<file path="src/rtl/lc3_pkg.sv">
// lc3_pkg: shared types and widths for the LC-3 datapath
package lc3_pkg;
    localparam int WORD_W      = 16;
    localparam int SRAM_ADDR_W = 20;
    typedef enum logic [1:0] {IDLE, ACCESS, DONE} mem_state_t;
endpackage

</file>
<file path="src/rtl/mem_access_unit_if.sv">
// mem_access_unit_if: internal bus, SRAM pin and status signals of the memory access unit
interface mem_access_unit_if import lc3_pkg::*; #(parameter int ADDR_W = SRAM_ADDR_W) ();
    logic [WORD_W-1:0] bus_in;
    logic              LD_MAR;
    logic              LD_MDR;
    logic              mem_req;
    logic              mem_we;
    logic [WORD_W-1:0] MDR_data;
    logic [WORD_W-1:0] MAR_out;
    logic [ADDR_W-1:0] ADDR;
    logic [WORD_W-1:0] Data_to_SRAM;
    logic              data_oe;
    logic [WORD_W-1:0] Data_from_SRAM;
    logic              CE_n;
    logic              OE_n;
    logic              WE_n;
    logic              mem_busy;
    logic              mem_done;
    modport master (
        output bus_in, LD_MAR, LD_MDR, mem_req, mem_we, Data_from_SRAM,
        input  MDR_data, MAR_out, ADDR, Data_to_SRAM, data_oe, CE_n, OE_n, WE_n, mem_busy, mem_done
    );
    modport slave (
        input  bus_in, LD_MAR, LD_MDR, mem_req, mem_we, Data_from_SRAM,
        output MDR_data, MAR_out, ADDR, Data_to_SRAM, data_oe, CE_n, OE_n, WE_n, mem_busy, mem_done
    );
endinterface

</file>
<file path="src/rtl/mem_access_unit_reg_16.sv">
// reg_16: 16-bit register with load enable and asynchronous active-low reset
module reg_16 import lc3_pkg::*; (
    input  logic              Clk,
    input  logic              Reset,
    input  logic              i_ld,
    input  logic [WORD_W-1:0] i_d,
    output logic [WORD_W-1:0] o_q
);
    // hold value unless loaded
    always_ff @(posedge Clk or negedge Reset) begin
        if (!Reset) o_q <= '0;
        else if (i_ld) o_q <= i_d;
    end
endmodule

</file>
<file path="src/rtl/mem_access_unit.sv">
// mem_access_unit: MAR/MDR registers and SRAM read/write cycle sequencer with wait states
module mem_access_unit import lc3_pkg::*; #(
    parameter int WAIT_CYCLES = 2,
    parameter int ADDR_W      = SRAM_ADDR_W
) (
    input  logic         Clk,
    input  logic         Reset,
    mem_access_unit_if.slave bus
);
    if (WAIT_CYCLES < 1 || WAIT_CYCLES > 15) begin : g_bad_wait
        $error("WAIT_CYCLES must be within 1..15");
    end

    mem_state_t        r_state, w_next;
    logic [3:0]        r_cnt;
    logic [ADDR_W-1:0] r_addr;
    logic              r_we, r_ce_n, r_oe_n, r_we_n, r_data_oe, r_busy, r_done;
    logic [WORD_W-1:0] w_mar, w_mdr, w_mdr_d;
    logic              w_idle, w_start, w_last, w_cap, w_mdr_ld;

    assign w_idle   = r_state == IDLE;
    assign w_start  = w_idle && bus.mem_req;
    assign w_last   = r_state == ACCESS && r_cnt == 4'd1;
    assign w_cap    = w_last && !r_we;
    assign w_mdr_ld = (w_idle && bus.LD_MDR) || w_cap;
    assign w_mdr_d  = w_cap ? bus.Data_from_SRAM : bus.bus_in;

    reg_16 u_mar (.Clk(Clk), .Reset(Reset), .i_ld(w_idle && bus.LD_MAR), .i_d(bus.bus_in), .o_q(w_mar));
    reg_16 u_mdr (.Clk(Clk), .Reset(Reset), .i_ld(w_mdr_ld), .i_d(w_mdr_d), .o_q(w_mdr));

    // next state: IDLE -> ACCESS on request, ACCESS -> DONE on last wait cycle, DONE -> IDLE
    always_comb begin
        w_next = r_state;
        case (r_state)
            IDLE:    w_next = bus.mem_req ? ACCESS : IDLE;
            ACCESS:  w_next = (r_cnt == 4'd1) ? DONE : ACCESS;
            default: w_next = IDLE;
        endcase
    end

    // state register with busy/done status registered alongside it
    always_ff @(posedge Clk or negedge Reset) begin
        if (!Reset) begin
            r_state <= IDLE;
            r_busy  <= 1'b0;
            r_done  <= 1'b0;
        end else begin
            r_state <= w_next;
            r_busy  <= w_next != IDLE;
            r_done  <= w_next == DONE;
        end
    end

    // wait counter, latched address/type and SRAM strobes; access type is frozen at acceptance
    always_ff @(posedge Clk or negedge Reset) begin
        if (!Reset) begin
            r_cnt     <= '0;
            r_addr    <= '0;
            r_we      <= 1'b0;
            r_ce_n    <= 1'b1;
            r_oe_n    <= 1'b1;
            r_we_n    <= 1'b1;
            r_data_oe <= 1'b0;
        end else if (w_start) begin
            r_cnt     <= 4'(WAIT_CYCLES);
            r_addr    <= ADDR_W'(w_mar);
            r_we      <= bus.mem_we;
            r_ce_n    <= 1'b0;
            r_oe_n    <= bus.mem_we;
            r_we_n    <= !bus.mem_we;
            r_data_oe <= bus.mem_we;
        end else if (r_state == ACCESS) begin
            r_cnt <= r_cnt - 4'd1;
            if (w_last) begin
                r_ce_n    <= 1'b1;
                r_oe_n    <= 1'b1;
                r_we_n    <= 1'b1;
                r_data_oe <= 1'b0;
            end
        end
    end

    assign bus.MDR_data     = w_mdr;
    assign bus.MAR_out      = w_mar;
    assign bus.Data_to_SRAM = w_mdr;
    assign bus.ADDR         = r_addr;
    assign bus.CE_n         = r_ce_n;
    assign bus.OE_n         = r_oe_n;
    assign bus.WE_n         = r_we_n;
    assign bus.data_oe      = r_data_oe;
    assign bus.mem_busy     = r_busy;
    assign bus.mem_done     = r_done;
endmodule

</file>
<file path="src/flat_wrapper.sv">
// flat-port wrapper written by rule: the top's interface ports become plain ports
module mem_access_unit_flat import lc3_pkg::*;
#(
    parameter int WAIT_CYCLES = 2,
    parameter int ADDR_W      = SRAM_ADDR_W
)
  (Clk, Reset, bus_bus_in, bus_LD_MAR, bus_LD_MDR, bus_mem_req, bus_mem_we, bus_Data_from_SRAM, bus_MDR_data, bus_MAR_out, bus_ADDR, bus_Data_to_SRAM, bus_data_oe, bus_CE_n, bus_OE_n, bus_WE_n, bus_mem_busy, bus_mem_done);
  mem_access_unit_if #(.ADDR_W(ADDR_W)) bus_i ();
  input  logic Clk;
  input  logic Reset;
  input wire logic [$bits(bus_i.bus_in)-1:0] bus_bus_in;
  input wire logic [$bits(bus_i.LD_MAR)-1:0] bus_LD_MAR;
  input wire logic [$bits(bus_i.LD_MDR)-1:0] bus_LD_MDR;
  input wire logic [$bits(bus_i.mem_req)-1:0] bus_mem_req;
  input wire logic [$bits(bus_i.mem_we)-1:0] bus_mem_we;
  input wire logic [$bits(bus_i.Data_from_SRAM)-1:0] bus_Data_from_SRAM;
  output wire logic [$bits(bus_i.MDR_data)-1:0] bus_MDR_data;
  output wire logic [$bits(bus_i.MAR_out)-1:0] bus_MAR_out;
  output wire logic [$bits(bus_i.ADDR)-1:0] bus_ADDR;
  output wire logic [$bits(bus_i.Data_to_SRAM)-1:0] bus_Data_to_SRAM;
  output wire logic [$bits(bus_i.data_oe)-1:0] bus_data_oe;
  output wire logic [$bits(bus_i.CE_n)-1:0] bus_CE_n;
  output wire logic [$bits(bus_i.OE_n)-1:0] bus_OE_n;
  output wire logic [$bits(bus_i.WE_n)-1:0] bus_WE_n;
  output wire logic [$bits(bus_i.mem_busy)-1:0] bus_mem_busy;
  output wire logic [$bits(bus_i.mem_done)-1:0] bus_mem_done;
  assign bus_i.bus_in = bus_bus_in;
  assign bus_i.LD_MAR = bus_LD_MAR;
  assign bus_i.LD_MDR = bus_LD_MDR;
  assign bus_i.mem_req = bus_mem_req;
  assign bus_i.mem_we = bus_mem_we;
  assign bus_i.Data_from_SRAM = bus_Data_from_SRAM;
  assign bus_MDR_data = bus_i.MDR_data;
  assign bus_MAR_out = bus_i.MAR_out;
  assign bus_ADDR = bus_i.ADDR;
  assign bus_Data_to_SRAM = bus_i.Data_to_SRAM;
  assign bus_data_oe = bus_i.data_oe;
  assign bus_CE_n = bus_i.CE_n;
  assign bus_OE_n = bus_i.OE_n;
  assign bus_WE_n = bus_i.WE_n;
  assign bus_mem_busy = bus_i.mem_busy;
  assign bus_mem_done = bus_i.mem_done;
  mem_access_unit #(.WAIT_CYCLES(WAIT_CYCLES), .ADDR_W(ADDR_W)) u_core (.Clk(Clk), .Reset(Reset), .bus(bus_i));
endmodule
</file>
<file path="config.mk">
export PLATFORM = sky130hd
export DESIGN_NAME = mem_access_unit_flat
export DESIGN_NICKNAME = d
export VERILOG_FILES = /design/src/rtl/lc3_pkg.sv /design/src/rtl/mem_access_unit_if.sv /design/src/rtl/mem_access_unit_reg_16.sv /design/src/rtl/mem_access_unit.sv /design/src/flat_wrapper.sv
export SDC_FILE = /design/constraint.sdc
export NUM_CORES = 1
export LEC_CHECK = 0
export CORE_UTILIZATION = 46
export DETAILED_ROUTE_END_ITERATION = 10
export GPL_ROUTABILITY_DRIVEN = 0
export PLACE_DENSITY = 0.82
export RECOVER_POWER = 100
export SETUP_SLACK_MARGIN = 0.05
export SKIP_LAST_GASP = 1
export SLEW_MARGIN = 0
export SYNTH_ARGS = -nofsm -noshare
export SYNTH_HDL_FRONTEND = slang
export SYNTH_SLANG_ARGS = --single-unit
</file>
<file path="constraint.sdc">
create_clock -name Clk -period 4.02 [get_ports Clk]
set_input_delay 1.206 -clock Clk [delete_from_list [all_inputs] [get_ports Clk]]
set_output_delay 1.206 -clock Clk [all_outputs]
set_load 0.01 [all_outputs]
</file>
; After elaboration in Yosys (flattened, before gate mapping)
; Cells that the tools add are included.
[word_totals]
register_bits = 61
output_inout_bits = 74
[classes]
reduce_logical = 13
n_mux = 14
add_sub_neg = 1
n_eq_ne = 3
[op_table]
columns = operator, count
row1 = 2-to-1 mux 16 bit, 1
row2 = 2-to-1 mux 1 bit, 9
row3 = 2-to-1 mux 4 bit, 2
row4 = nonzero test 2 bit, 3
row5 = logical AND 1 bit, 5
row6 = == test 4 x 1 -> 1 bit (second input constant), 1
row7 = one-hot mux 2 bit (2 select lines), 1
row8 = subtractor 4 x 1 -> 4 bit (second input constant), 1
row9 = == test 2 x 1 -> 1 bit (second input constant), 1
row10 = == test 2 bit (second input constant), 1
row11 = zero test 1 bit, 2
row12 = zero test 2 bit, 1
row13 = 2-to-1 mux 2 bit, 1
row14 = AND reduction 2 bit, 1
row15 = logical OR 1 bit, 1

; Logic depth before layout (Yosys ltp)
; Gate-level depths: netlist (run 1).
[depth]
word_depth = 5
mapped_depth = 7
depth_no_buf = 5

; By module
; A second synthesis (run 1) with hierarchy kept.
[unflattened]
hier_cells = 227
area_unflattened_um2 = 2861.5
[modules_own_cells]
columns = module, area_each_um2, cells_per_inst, n_inst
row1 = mem_access_unit, 1562.7, 159, 1
row2 = reg_16, 649.4, 34, 2

; Worst setup path after synthesis (run 1)
; OpenSTA, ideal clock, no wires.
[synth_timing]
path_type = input to register
from = in bus_LD_MDR
to = reg u_core.u_mdr.o_q[10]
required_time_ps = 3895
t_arrival_ps = 2427
setup_slack_ps = 1468
cell_stages = 4
setup_time_ps = 125
path_cell_list = nor3b_2 buf_2 mux2_2 mux2_4
[synth_via]
elab_chain_len = 2
[synth_lines]
columns = element, line
row1 = "start, declared", flat_wrapper.sv:13  ; input wire logic [$bits(bus_i.LD_MDR)-1:0] bus_LD_MDR;
row2 = logical AND 1 bit, mem_access_unit.sv:25  ; assign w_mdr_ld = (w_idle && bus.LD_MDR) || w_cap;
row3 = logical OR 1 bit, mem_access_unit.sv:25
row4 = "end signal, assigned", mem_access_unit_reg_16.sv:12  ; else if (i_ld) o_q <= i_d;
row5 = "end, declared", mem_access_unit_reg_16.sv:7  ; output logic [WORD_W-1:0] o_q
; No other way between the ends.
; A chain may end at the register's enable or synchronous reset.

; Worst setup path in the final report (run 1)
[layout_timing]
from = in bus_LD_MDR
to = reg u_core.u_mdr.o_q[11]
; Same word-level chain as after synthesis.

==> results of run 1 <==
-- worst reg2reg max path, stage by stage, from the launching register on --
cell     delay, ns
dfrtp_1       0.39
inv_1         0.09
ha_1          0.16
or3b_1        0.39
or3_1         0.66
mux2_1        0.46
-- metal layers --
metal / GRT usage [%] / up-vias / part of all wire, %
li1: - / 911 / -
met1: 23.31 / 943 / 39
met2: 36.21 / 61 / 55
met3: 7.931 / 4 / 5.1
met4: 7.636 / 0 / 0.93
met5: 0 / - / 0
-- registers in the layout (all words and copies together) (netlist names) --
name                 flops
u_core.bus.ADDR         16
u_core.bus.CE_n          1
u_core.bus.OE_n          1
u_core.bus.WE_n          1
u_core.bus.data_oe       1
u_core.bus.mem_busy      1
u_core.bus.mem_done      1
u_core.r_cnt             4
u_core.r_state           2
u_core.r_we              1
u_core.u_mar.o_q        16
u_core.u_mdr.o_q        16
-- synthesized netlist by cell type, drive strengths merged, types with 2 or more instances --
master  count  area, µm²
inv         3      11.26
nor2        3      11.26
mux2       48      578.1
nand2      53      198.9
ha          2      25.02
or3b        2      20.02
nor3b       4      40.03
nand3       2      10.01
dfrtp      58       1451
buf        24      191.4
o21ai       3      15.01
clkbuf      6      22.52
nand2b      2      12.51
dfstp       3      78.83
-- cells by family (layout without fill, tap and decap cells) --
| family | after synthesis | count (layout) | synth area share, % |
|---|---|---|---|
| xor+xnor | 2 | 2 | 0.6379 |
| other cells | 1 | 4 | 0.1365 |
| simple gates | 69 | 69 | 11.34 |
| flops | 61 | 61 | 55.72 |
| mux | 48 | 48 | 21.05 |
| fa+ha+maj | 2 | 2 | 0.9110 |
| buf+inv | 33 | 131 | 8.200 |
| compound gates | 8 | 8 | 2.005 |
-- metrics by stage --
step           hold WS (ns)  worst slack [ns]  area (µm²)  util, %  total power, mW
3_5_place_dp         0.4609             1.197        3742    66.33            2.801
6_report             0.4653            0.8841        3864    68.49            3.070
3_3_place_gp         0.4577             1.216        3742    66.33            2.742
5_1_grt              0.4940            0.6960        3864    68.49            3.278
2_1_floorplan        0.4395             1.468        2758        -            2.026
4_1_cts              0.4756             1.392        3924    69.55            3.310
-- power by group through the flow --
stage	clock, mW	combinational (mW)	sequential [mW]
2_1_floorplan	0	0.779	1.25
3_3_place_gp	0	1.60	1.15
3_5_place_dp	0	1.64	1.16
4_1_cts	0.507	1.65	1.15
5_1_grt	0.533	1.57	1.17
6_report	0.493	1.45	1.13
-- how the worst min path moves through the flow --
| stage | to | startpoint |
|---|---|---|
| finish | u_core.bus.ADDR[2] | u_core.bus.ADDR[2] |
| global route | u_core.bus.ADDR[2] | u_core.bus.ADDR[2] |
| CTS | u_core.r_we | u_core.r_we |
| detailed placement | u_core.r_we | u_core.r_we |
| global placement | u_core.r_we | u_core.r_we |
| floorplan | u_core.r_we | u_core.r_we |
-- placed cells by master, fill, tap and decap left out, types with 2 or more instances in the layout --
| cell type | instances |
|---|---|
| nand2b_1 | 2 |
| or3b_1 | 2 |
| nand3_1 | 2 |
| conb_1 | 4 |
| ha_1 | 2 |
| mux2_4 | 4 |
| dfstp_2 | 3 |
| clkdlybuf4s50_1 | 33 |
| clkbuf_8 | 12 |
| mux2_1 | 7 |
| dlygate4sd3_1 | 73 |
| nand2_1 | 53 |
| nor3b_1 | 4 |
| o21ai_0 | 3 |
| mux2_2 | 37 |
| clkbuf_1 | 9 |
| inv_1 | 3 |
| nor2_1 | 3 |
| dfrtp_1 | 58 |
-- layout make-up --
class                      instances  area share, %
inverter                           3         0.2915
clock inverter                     1         0.1295
sequential                        61          39.60
clock buffer                      15          4.566
multi-input combinational        133          25.03
tap                               72          2.332
timing repair buffer             112          28.04
==> impl_results.md, run 1 <==
* Period utilization at 78.01%
* Sequential power share at a little under two fifths
* Synth async-reset ratio at 100.0%
* Setup bufs post-CTS at 0
* Hold_buf cts at 0
* N_diodes at 0
* Distinct cells, synth at 31
* Post_cts resized at 0
* TNS Setup at 0 ns
* Part of the Yosys area used for sequential elements at 55.72%
* Sw frac at 33.95%
* Detailed-route via count at ~1900
* Slew Viols, Final at 29
* Area taken by multi-input logic gates at a little under 1000 µm²
* Critical Path, Cell by Cell: dlygate4sd3_1 -> nor3b_1 -> clkbuf_1 -> mux2_2 -> mux2_1
* Leakage dissipation at 1.743 nW
* Fin nets at 360
* First-pass GRT wire length at 9.708 mm
* Worst-case clock buffer depth at 2
* Crit path to: u_core.u_mdr.o_q[11]
* FF-to-FF setup slack at roughly 1.8 ns
* Final hold vios at 0
* Drt drc at 0
* Worst reg2reg path depth at 5
* Pwr/cell area at ~800 nW/µm²
* Pin count of the biggest net entering global routing at 30
* Combinational power share at 47.2%
* Worst-Margin Slew at roughly 1.5 ns
* Die X at between 70 and 80 µm
* Max-cap violations at 1
* Required @ worst endpoint at approximately 4.2 ns
* RSZ-0062 raised after global routing: no
* Sw power at 1.042 mW
* Area Growth Syn to Fin at 40.68%
* Clock network power share at 16.0%
* Clock latency on the worst-skew pair at ~0.33 ns
* TritonCTS clock tree: yes
* Achievable frequency at 318.9 MHz
* Run status: complete, but fails checks
* CP Capture Type: register
* Die height at 79.27 µm
* Failing checks: max-capacitance violations, max-slew violations
* Die area at 6284 µm²
* # placed instances at 381
* Hold Path Cell Cnt at 2
* Layout fillers at 430
* Bufs and invs on worst path at 2
* Clock skew at 0.009528 ns
* Total grt overflow at 0
* Initial antenna violation count at 0
* Via density at 4.834
* GRT Util Overall at 20.92%
* # rows at 27
* Initial Util at approximately half
* Final std cells w/o fill at 397
* Origin of the critical flop-to-flop path: u_core.r_cnt[1]
* Cell Area, Synth at 2746 µm²
* Slowest cell on crit path: clkbuf_1
* Peak fanout along the critical path at 16
* DP HPWL at about 4.4 mm
* WL/cell at 15.12 µm
* Yosys warns at 0
* Type of the worst min-delay path: reg2reg
* Int Power at 2.028 mW
* Max incr delay on CP at around 0.73 ns
* Worst Setup SP: bus_LD_MDR
* Synth Instances at between 200 and 250
* Mean Syn Cell Area at 12.26 µm²
* Root Driver: clkbuf_8
* Drt total wl at 6.001 mm
* Number of flops mapped to enable cells by yosys at 0
* Number of global-route vias before repair at 2019
* FF-to-FF End: u_core.u_mdr.o_q[11]
* CTS buffer count at 9
* Slew headroom at -0.3080%
* Routed Antenna Nets at 0
* # IOs at around 110
* Max H-tree Level at 3
* Ys flop type: dfrtp_1
* Buffers on Ports at between 100 and 150
* Peak VDD IR at about 0.00044 V
* Worst endpoint data arrival time at 3.35 ns
* Fin crit period at 3.136 ns
* Critical path depth at 5
* Final setup fails at 0
* # clock sinks at 61
* Critical Setup Path Class: in2reg
* Critical path's top delay family: buffers and inverters
* DRT iter0 DRCs at 68
* Seq. cell area at around 1500 µm²
* Clock transition at path regs at 0.06 ns
* Drt first pass iters at 4
* Synth Register Bits at 61
* CP startpoint kind: input pin
* Core Footprint at 5642 µm²
* Share of layout cells above drive strength 1 at 17.54%
(Power assumes the default switching activity.)
==> run 2, diff against run 1 <==
Settings changed: CORE_UTILIZATION 46 to 43, PLACE_DENSITY 0.82 to 0.77.
Clock period 4.02 ns to 2.9 ns, I/O delays scaled along.
==> run 2 against run 1 <==
Compared with the run above:
- the flow now finishes without violations
- worst hold slack gained 0.0030 ns
- critical path type unchanged
- first-iteration DRC count grew 37%
- sequential share of layout area shrank 0.41 points
- flip-flop and latch count is the same
- critical path depth shrank 1
- die area grew 6.8%
- non-clock buffer count is the same
- power grew 42%
- critical endpoint is now u_core.u_mar.o_q[8]
- clock-buffer cell count shrank 5
- global-route usage shrank 1.2 points
==> impl_results.md, run 2 (synthesized netlist as in run 1, its figures left out) <==
* Run status: finished, final reports clean (was complete, but fails checks)
* Worst-case clock buffer depth at 2 (unchanged)
* Pwr/cell area at 1119 nW/µm² (was 794.6 nW/µm²)
* # clock sinks at 61 (unchanged)
* Setup bufs post-CTS at 0 (unchanged)
* Period utilization at 87.17%
* Total grt overflow at 0 (unchanged)
* Via density at 4.805 (was 4.834)
* CP Capture Type: register (unchanged)
* Post_cts resized at 0 (unchanged)
* Most common cell after layout, fill and taps aside: dlygate4sd3_1 (unchanged)
* First-pass GRT wire length at 9.715 mm (was 9.708 mm)
* Overall Power at 4.368 mW (was 3.070 mW)
* Critical Setup Path Class: in2reg (unchanged)
* Non-Filler Cell Area, Final at 3904 µm² (was 3864 µm²)
* Routed Antenna Nets at 0 (unchanged)
* PnR worst setup slack at 0.3721 ns (was 0.8841 ns)
* Worst-Margin Slew at 1.459 ns (was 1.505 ns)
* TritonCTS clock tree: yes (unchanged)
* Area taken by multi-input logic gates at 962.2 µm² (was 967.2 µm²)
* TNS Setup at 0 ns (unchanged)
* Initial Util at 45.58% (was 48.68%)
* N_diodes at 0 (unchanged)
* Hold_buf cts at 0 (unchanged)
* Initial antenna violation count at 0 (unchanged)
* Die area at 6711 µm² (was 6284 µm²)
* Die height at 81.92 µm (was 79.27 µm)
* Clock skew at 0.007208 ns (was 0.009528 ns)
* WL/cell at 15.02 µm (was 15.12 µm)
* CTS buffer count at 9 (unchanged)
* Setup WS pre-CTS at 0.3976 ns (was 1.197 ns)
* Worst endpoint data arrival time at 2.73 ns (was 3.35 ns)
* GRT Util Overall at 19.71% (was 20.92%)
* Peak VDD IR at 0.0005624 V (was 0.0004446 V)
* Core Util, Final at 64.78% (was 68.49%)
* Clock latency on the worst-skew pair at 0.32 ns (was 0.33 ns)
* Final hold vios at 0 (unchanged)
* Die X at 81.92 µm (was 79.27 µm)
* Most frequent cells in the layout: dlygate4sd3_1, dfrtp_1, nand2_1 (unchanged)
* Type of the worst min-delay path: reg2reg (unchanged)
* Final setup fails at 0 (unchanged)
* Slew Viols, Final at 0 (was 29)
* Area Growth Syn to Fin at 42.14% (was 40.68%)
* # rows at 28 (was 27)
* Clock transition at path regs at 0.07 ns (was 0.06 ns)
* # IOs at 112 (unchanged)
* Seq. cell area at 1530 µm² (unchanged)
* Fin nets at 360 (unchanged)
* Max H-tree Level at 3 (unchanged)
* Buffers on Ports at 107 (unchanged)
* Layout fillers at 480 (was 430)
* Share of layout cells above drive strength 1 at 19.14% (was 17.54%)
* Drt first pass iters at 4 (unchanged)
* Slew headroom at 2.727% (was -0.3080%)
* Detailed-route via count at 1917 (was 1919)
* Drt total wl at 5.992 mm (was 6.001 mm)
* CP startpoint kind: input pin (unchanged)
* DP HPWL at 4.292 mm (was 4.437 mm)
* Drt drc at 0 (unchanged)
* Leakage dissipation at 1.757 nW (was 1.743 nW)
* DRT iter0 DRCs at 93 (was 68)
* Root Driver: clkbuf_8 (unchanged)
* Fin crit period at 2.528 ns
* Number of global-route vias before repair at 1953 (was 2019)
* Achievable frequency at 395.6 MHz
* Area after DPL at 3746 µm² (was 3742 µm²)
* Peak fanout along the critical path at 16 (unchanged)
* Pin count of the biggest net entering global routing at 62 (was 30)
* RSZ-0062 raised after global routing: no (unchanged)
* Max-cap violations at 0 (was 1)
* Required @ worst endpoint at 3.10 ns (was 4.23 ns)
* Core Footprint at 6026 µm² (was 5642 µm²)
run 2: cell count changes in the layout (fill, tap and decap cells not counted), sizes merged:
| cell | change |
|---|---|
| buf | +3 |
| clkbuf | -8 |
| dlygate4sd3 | -1 |
| clkdlybuf4s50 | +1 |
| bufinv | +2 |
| clkinv | +2 |
run 2: where the power goes:
group | internal (mW) | switching (mW) | total, mW
registers | 1.28 | 0.283 | 1.57
clock network | 0.498 | 0.314 | 0.812
logic | 1.13 | 0.860 | 1.99
run 2: worst paths after layout:
path	from	end	slack (ns)	cells past startpoint
worst min register to register	u_core.bus.ADDR[15]	u_core.bus.ADDR[15]	0.47	2
min in group asynchronous	Reset	u_core.u_mdr.o_q[3]	0.98	2
worst min-delay path	u_core.bus.ADDR[15]	u_core.bus.ADDR[15]	0.47	2
max in group asynchronous	Reset	u_core.r_cnt[2]	1.04	2
worst max-delay path	bus_LD_MAR	u_core.u_mar.o_q[8]	0.37	4
worst max register to register	u_core.r_cnt[1]	u_core.u_mdr.o_q[11]	0.70	5
run 2: layout make-up:
class | count | area share, %
Clock buffer | 10 | 3.526
Clock inverter | 5 | 1.923
Inverter | 3 | 0.2885
Multi-Input combinational cell | 133 | 24.65
Sequential cell | 61 | 39.20
Tap cell | 75 | 2.404
Timing Repair Buffer | 112 | 28.01
run 2: per-stage QoR:
step                      instances  hold slack, ns
final                           399          0.4683
after global routing            399          0.5024
after CTS                       399          0.4778
after detailed placement        384          0.4612
after global placement          384          0.4574
after floorplan                 227          0.4395
run 2: worst max-delay path, cell delays in order:
cell	delay (ns)
dlygate4sd3_1	0.54
nor3b_2	0.16
clkbuf_1	0.74
mux2_2	0.42
run 2: metal layers:
layer	share of wire (%)	track usage (%)
met4	1.4	7.719
met1	42	24.60
met5	0	0
met3	4.5	4.889
met2	52	32.73
